===== src/rtl/mem_ctrl.sv =====
// Memory controller: arbitrates instruction fetch and data access onto a single-port RAM.
// Optional misalignment trap enabled by defining MEM_CTRL_MISALIGN_TRAP_EN.
module mem_ctrl #(
  parameter int TIMEOUT = 255
) (
  input  logic        clk,
  input  logic        rst,
  input  logic        imem_ren,
  input  logic [31:0] imem_addr,
  output logic        ihit,
  output logic [31:0] imem_load,
  input  logic        dmem_ren,
  input  logic        dmem_wen,
  input  logic [31:0] dmem_addr,
  input  logic [31:0] dmem_store,
  input  logic [1:0]  dmem_width,
  output logic        dhit,
  output logic [31:0] dmem_load,
  output logic        mem_err,
  output logic        ram_ren,
  output logic        ram_wen,
  output logic [31:0] ram_addr,
  output logic [31:0] ram_wdata,
  output logic [3:0]  ram_be,
  input  logic [31:0] ram_rdata,
  input  logic        ram_ready
);

  typedef enum logic [1:0] {IDLE, I_BUSY, D_BUSY, RESP} state_t;

  localparam logic [9:0] TIMEOUT_CNT = 10'(TIMEOUT);

  state_t      state;
  logic [9:0]  busy_cnt;
  logic [1:0]  req_off;
  logic [1:0]  req_width;
  logic        req_write;

  logic        d_req;
  logic        misaligned;
  logic [3:0]  be_calc;
  logic [31:0] wdata_calc;
  logic [31:0] shifted_b;
  logic [31:0] shifted_h;
  logic [31:0] load_value;

  assign d_req = dmem_ren | dmem_wen;

`ifdef MEM_CTRL_MISALIGN_TRAP_EN
  assign misaligned = ((dmem_width == 2'b01) && dmem_addr[0]) ||
                      (dmem_width[1] && (dmem_addr[1:0] != 2'b00));
`else
  assign misaligned = 1'b0;
`endif

  always_comb begin
    be_calc    = 4'b1111;
    wdata_calc = dmem_store;
    case (dmem_width)
      2'b00: begin
        be_calc    = 4'b0001 << dmem_addr[1:0];
        wdata_calc = {4{dmem_store[7:0]}};
      end
      2'b01: begin
        be_calc    = 4'b0011 << {dmem_addr[1], 1'b0};
        wdata_calc = {2{dmem_store[15:0]}};
      end
      default: begin
        be_calc    = 4'b1111;
        wdata_calc = dmem_store;
      end
    endcase
  end

  // Load alignment uses the offset/width latched at request time, not the live inputs.
  assign shifted_b = ram_rdata >> {req_off, 3'b000};
  assign shifted_h = ram_rdata >> {req_off[1], 4'b0000};

  always_comb begin
    load_value = ram_rdata;
    case (req_width)
      2'b00:   load_value = {24'h0, shifted_b[7:0]};
      2'b01:   load_value = {16'h0, shifted_h[15:0]};
      default: load_value = ram_rdata;
    endcase
  end

  always_ff @(posedge clk or posedge rst) begin
    if (rst) begin
      state     <= IDLE;
      busy_cnt  <= 10'd0;
      req_off   <= 2'b00;
      req_width <= 2'b00;
      req_write <= 1'b0;
      ihit      <= 1'b0;
      dhit      <= 1'b0;
      mem_err   <= 1'b0;
      imem_load <= 32'h0;
      dmem_load <= 32'h0;
      ram_ren   <= 1'b0;
      ram_wen   <= 1'b0;
      ram_addr  <= 32'h0;
      ram_wdata <= 32'h0;
      ram_be    <= 4'b0000;
    end else begin
      case (state)
        IDLE: begin
          if (d_req) begin
            ram_addr  <= dmem_addr & ~32'h3;
            ram_be    <= be_calc;
            ram_wdata <= wdata_calc;
            req_off   <= dmem_addr[1:0];
            req_width <= dmem_width;
            req_write <= dmem_wen;
            if (misaligned) begin
              state     <= RESP;
              dhit      <= 1'b1;
              mem_err   <= 1'b1;
              dmem_load <= 32'h0;
            end else begin
              state    <= D_BUSY;
              ram_wen  <= dmem_wen;
              ram_ren  <= ~dmem_wen;
              busy_cnt <= 10'd1;
            end
          end else if (imem_ren) begin
            ram_addr <= imem_addr & ~32'h3;
            ram_be   <= 4'b1111;
            ram_ren  <= 1'b1;
            busy_cnt <= 10'd1;
            state    <= I_BUSY;
          end
        end

        I_BUSY, D_BUSY: begin
          if (ram_ready) begin
            state   <= RESP;
            ram_ren <= 1'b0;
            ram_wen <= 1'b0;
            mem_err <= 1'b0;
            if (state == I_BUSY) begin
              ihit      <= 1'b1;
              imem_load <= ram_rdata;
            end else begin
              dhit <= 1'b1;
              if (!req_write) begin
                dmem_load <= load_value;
              end
            end
          end else if (busy_cnt == TIMEOUT_CNT) begin
            // Abort: the RAM never answered, so report an error with a zero load value.
            state   <= RESP;
            ram_ren <= 1'b0;
            ram_wen <= 1'b0;
            mem_err <= 1'b1;
            if (state == I_BUSY) begin
              ihit      <= 1'b1;
              imem_load <= 32'h0;
            end else begin
              dhit      <= 1'b1;
              dmem_load <= 32'h0;
            end
          end else begin
            busy_cnt <= busy_cnt + 10'd1;
          end
        end

        RESP: begin
          ihit     <= 1'b0;
          dhit     <= 1'b0;
          mem_err  <= 1'b0;
          busy_cnt <= 10'd0;
          state    <= IDLE;
        end

        default: state <= IDLE;
      endcase
    end
  end

endmodule


===== config.mk =====
export PLATFORM = sky130hd
export DESIGN_NAME = mem_ctrl
export DESIGN_NICKNAME = d
export VERILOG_FILES = /design/src/rtl/mem_ctrl.sv
export SDC_FILE = /design/constraint.sdc
export NUM_CORES = 1
export LEC_CHECK = 0
export BUFFER_PORTS_ARGS = -buffer_cell sky130_fd_sc_hd__buf_2
export CORE_MARGIN = 3
export CORE_UTILIZATION = 40
export DETAILED_ROUTE_END_ITERATION = 12
export PLACE_DENSITY = 0.67
export REMOVE_ABC_BUFFERS = 1
export SKIP_LAST_GASP = 1
export SYNTH_ARGS = -nofsm -noshare
export SYNTH_HDL_FRONTEND = slang
export SYNTH_SLANG_ARGS = --single-unit

===== constraint.sdc =====
create_clock -name clk -period 15.55 [get_ports clk]
set_clock_uncertainty 0.1 [all_clocks]
set_input_delay 3.11 -clock clk [delete_from_list [all_inputs] [get_ports clk]]
set_output_delay 3.11 -clock clk [all_outputs]
set_load 0.02 [all_outputs]

==> results.md <==
- Status: finished clean
- Comb pwr share: 43.7%
- Worst Tran Pin Value: 1.06 ns
- Crit-path max FO: 32
- Leak: 4.67 nW
- Max_cap viols: 0
- Clock Path Buffers: 2
- Layout overhead on the synthesized area: 28.4%
- Critical path cell sequence: buf_2 > nand2b_1 > nor2_1 > a21oi_4 > mux2_2
- Row Count: 48
- IO Pins: 273
- GRT overflow: 0
- Gr usage total: between 20% and 30%
- DR vias: 5984
- Setup CP Type: input port to flop
- Crit path buffers/inverters: 1
- Share of cells above drive strength 1: 38.4%
- Crit path arrival time: 5.10 ns
- Yosys top cell by area: dfrtp_1
- Synth unique cells: 54
- Sw Share: 42.5%
- WP data required: about 16 ns
- Synthesized area per cell: 11.0 sq um
- Fmax achieved: ~200 MHz
- Final hold viol count: 0
- RSZ-0062 raised after global routing: false
- Residual DRC: 0
- # diodes: 0
- Number of global-route vias before repair: 5882
- Die height: between 100 and 150 um
- Detailed Routing Iterations Pass 1: 5
- Worst skew pair latency: 0.42 ns
- Starting DRT DRC Count: 352
- Top_reg_cell synth: dfrtp_1
- Final min period: 4.90 ns
- Clock transition at path regs: 0.07 ns
- Top-area cell type share of the netlist area: 53.2%
- Global-route wire length before repair: around 32000 um
- Area contributors post-synth: dfrtp_1, mux2i_1, mux2_2
- Root buf cell: clkbuf_16
- Routed WL: just under 20000 um
- Clk sinks: between 150 and 200
- Clk network pwr share: between 20% and 30%
- Critical path's largest stage delay: 0.83 ns
- Ys async rst share: 100%
- Post-DP HPWL: 13800 um
- Postcts setup bufs: 0
- Inserted Clock Buffers: 17
- I/O Buffers: 268
- Post-CTS sizing: 0
- Die width: roughly 140 um
- Final non-filler cell total: approximately 1100
- Critical Path Sink Type: flop
- Top delay family on crit path: compound AO/OA/AOI/OAI gates
- Setup crit start kind: input port
- Pin count of the biggest net entering global routing: 87
- TNS Setup: 0 ns
- Final instance area: 9170 sq um
- DR vias/cell: between 5 and 6
- Final worst slack: 10.65 ns
- Area after DPL: between 8000 and 9000 sq um
- Slowest CP cell: a21oi_4
- Final worst-path cycle share: 31.5%
- Most numerous cell in the Yosys netlist: dfrtp_1
- Register area share after synthesis: 53.2%
- Syn Inst Count: 651
- Pre-CTS setup slack: 10.25 ns
- Antenna viol nets, final: 0
- Pwr Density: 213 nW/um^2
- Pins Over Slew Limit: 0
- Placed instance count: 1101
- Starting Density: between 40% and 50%
- # nets final: 1037
- GPL Wtd Cong: 0.771
- Slew headroom: 29.4%
- VDD IR max: between 100 and 150 uV
- # H-tree levels: 4
- R2R Setup Slk: 12.80 ns
- EDFF count, synth: 0
- Yosys warning count: 0
- Core Area: 17400 sq um
- Most common library cells after synthesis: dfrtp_1, nand2_1, o21ai_0
- Hold WC Path Type: flop to flop
- Internal cell power: between 1 and 1.5 mW
- CTS tree: built
- Sequential power share: between 30% and 40%
- Hold buffers post-CTS: 0
- WL/cell: about 17 um
- Total die area: approximately 20000 sq um
- Switch Pwr: 832 uW
- Final Setup Violations: 0
- #FFs+latches synth: 152
- Cell Area, Synth: 7140 sq um
- Antenna violations before repair: 1
==> layout by cell type (no fill, tap or decap), types with 6 or more instances in the layout <==
cell type,count
and3_1,22
dfrtp_1,152
mux2_2,33
a31oi_1,8
mux2i_1,60
clkbuf_16,17
inv_1,6
buf_2,268
nor2_1,18
buf_4,6
nand2_1,74
o2bb2ai_1,7
a21oi_1,16
ha_1,6
a22o_1,41
o21ai_0,68
nand3_1,14
==> cell type report <==
cell class / count / area (sq um)
tap: 225 / 282
timing repair buffer: 274 / 1390
sequential: 152 / 3800
fill: 1569 / 8250
clock inverter: 13 / 136
multi-input combinational: 442 / 3090
clock buffer: 18 / 439
inverter: 8 / 35.0
==> layer usage <==
| metal | vias up | routed length, um | global-route usage (%) |
|---|---|---|---|
| li1 | 2868 | - | - |
| met1 | 2836 | 8580 | 27.1 |
| met2 | 254 | 9040 | 31.6 |
| met3 | 24 | 1720 | 6.63 |
| met4 | 2 | 319 | 5.56 |
| met5 | - | 13 | 0 |
==> cell families after synthesis <==
logic type	Yosys count	synth area share [%]
flip-flops	152	53.2
other	1	0.0525
buffers and inverters	58	3.84
multiplexers	93	13.6
adder cells (fa/ha/maj)	6	1.05
AO/OA/AOI/OAI	186	17.8
AND/OR/NAND/NOR	155	10.4
==> worst min-delay path, stage by stage (launching register included) <==
cell and delay, ns:
dfrtp_1 0.34, nand2_1 0.04, o21ai_0 0.06
==> worst paths after layout <==
path,endpoint,from,cells after the start
worst min-delay path,ram_wdata[25],ram_wdata[25],2
worst min register to register,ram_wdata[25],ram_wdata[25],2
worst max register to register,dmem_load[27],state[0],6
min in group asynchronous,imem_load[29],rst,2
max in group asynchronous,imem_load[9],rst,3
worst max-delay path,dmem_load[27],ram_ready,5
==> stage by stage <==
stage / hold slack [ns] / total power, mW / util, %
after floorplan: 0.373 / 1.24 / -
after global placement: 0.356 / 1.54 / 49.3
after detailed placement: 0.365 / 1.56 / 49.3
after CTS: 0.380 / 1.98 / 52.7
after global routing: 0.399 / 2.09 / 52.7
final: 0.375 / 1.96 / 52.7
==> flip-flops by register name, indices dropped and copies added, names as in the netlist, named ones only <==
register,flops
dmem_load,32
ram_wdata,32
req_width,2
imem_load,32
busy_cnt,10
mem_err,1
req_off,2
ram_wen,1
dhit,1
ram_ren,1
state,2
req_write,1
ram_addr,30
ram_be,4
==> power groups by stage <==
stage          sequential [mW]  clock [mW]  combinational (mW)
6_report                 0.694       0.406               0.856
4_1_cts                  0.694       0.416               0.867
2_1_floorplan            0.880           0               0.364
5_1_grt                  0.719       0.435               0.936
3_5_place_dp             0.697           0               0.867
3_3_place_gp             0.694           0               0.850
Note: power is estimated with default switching activity, not from simulation.
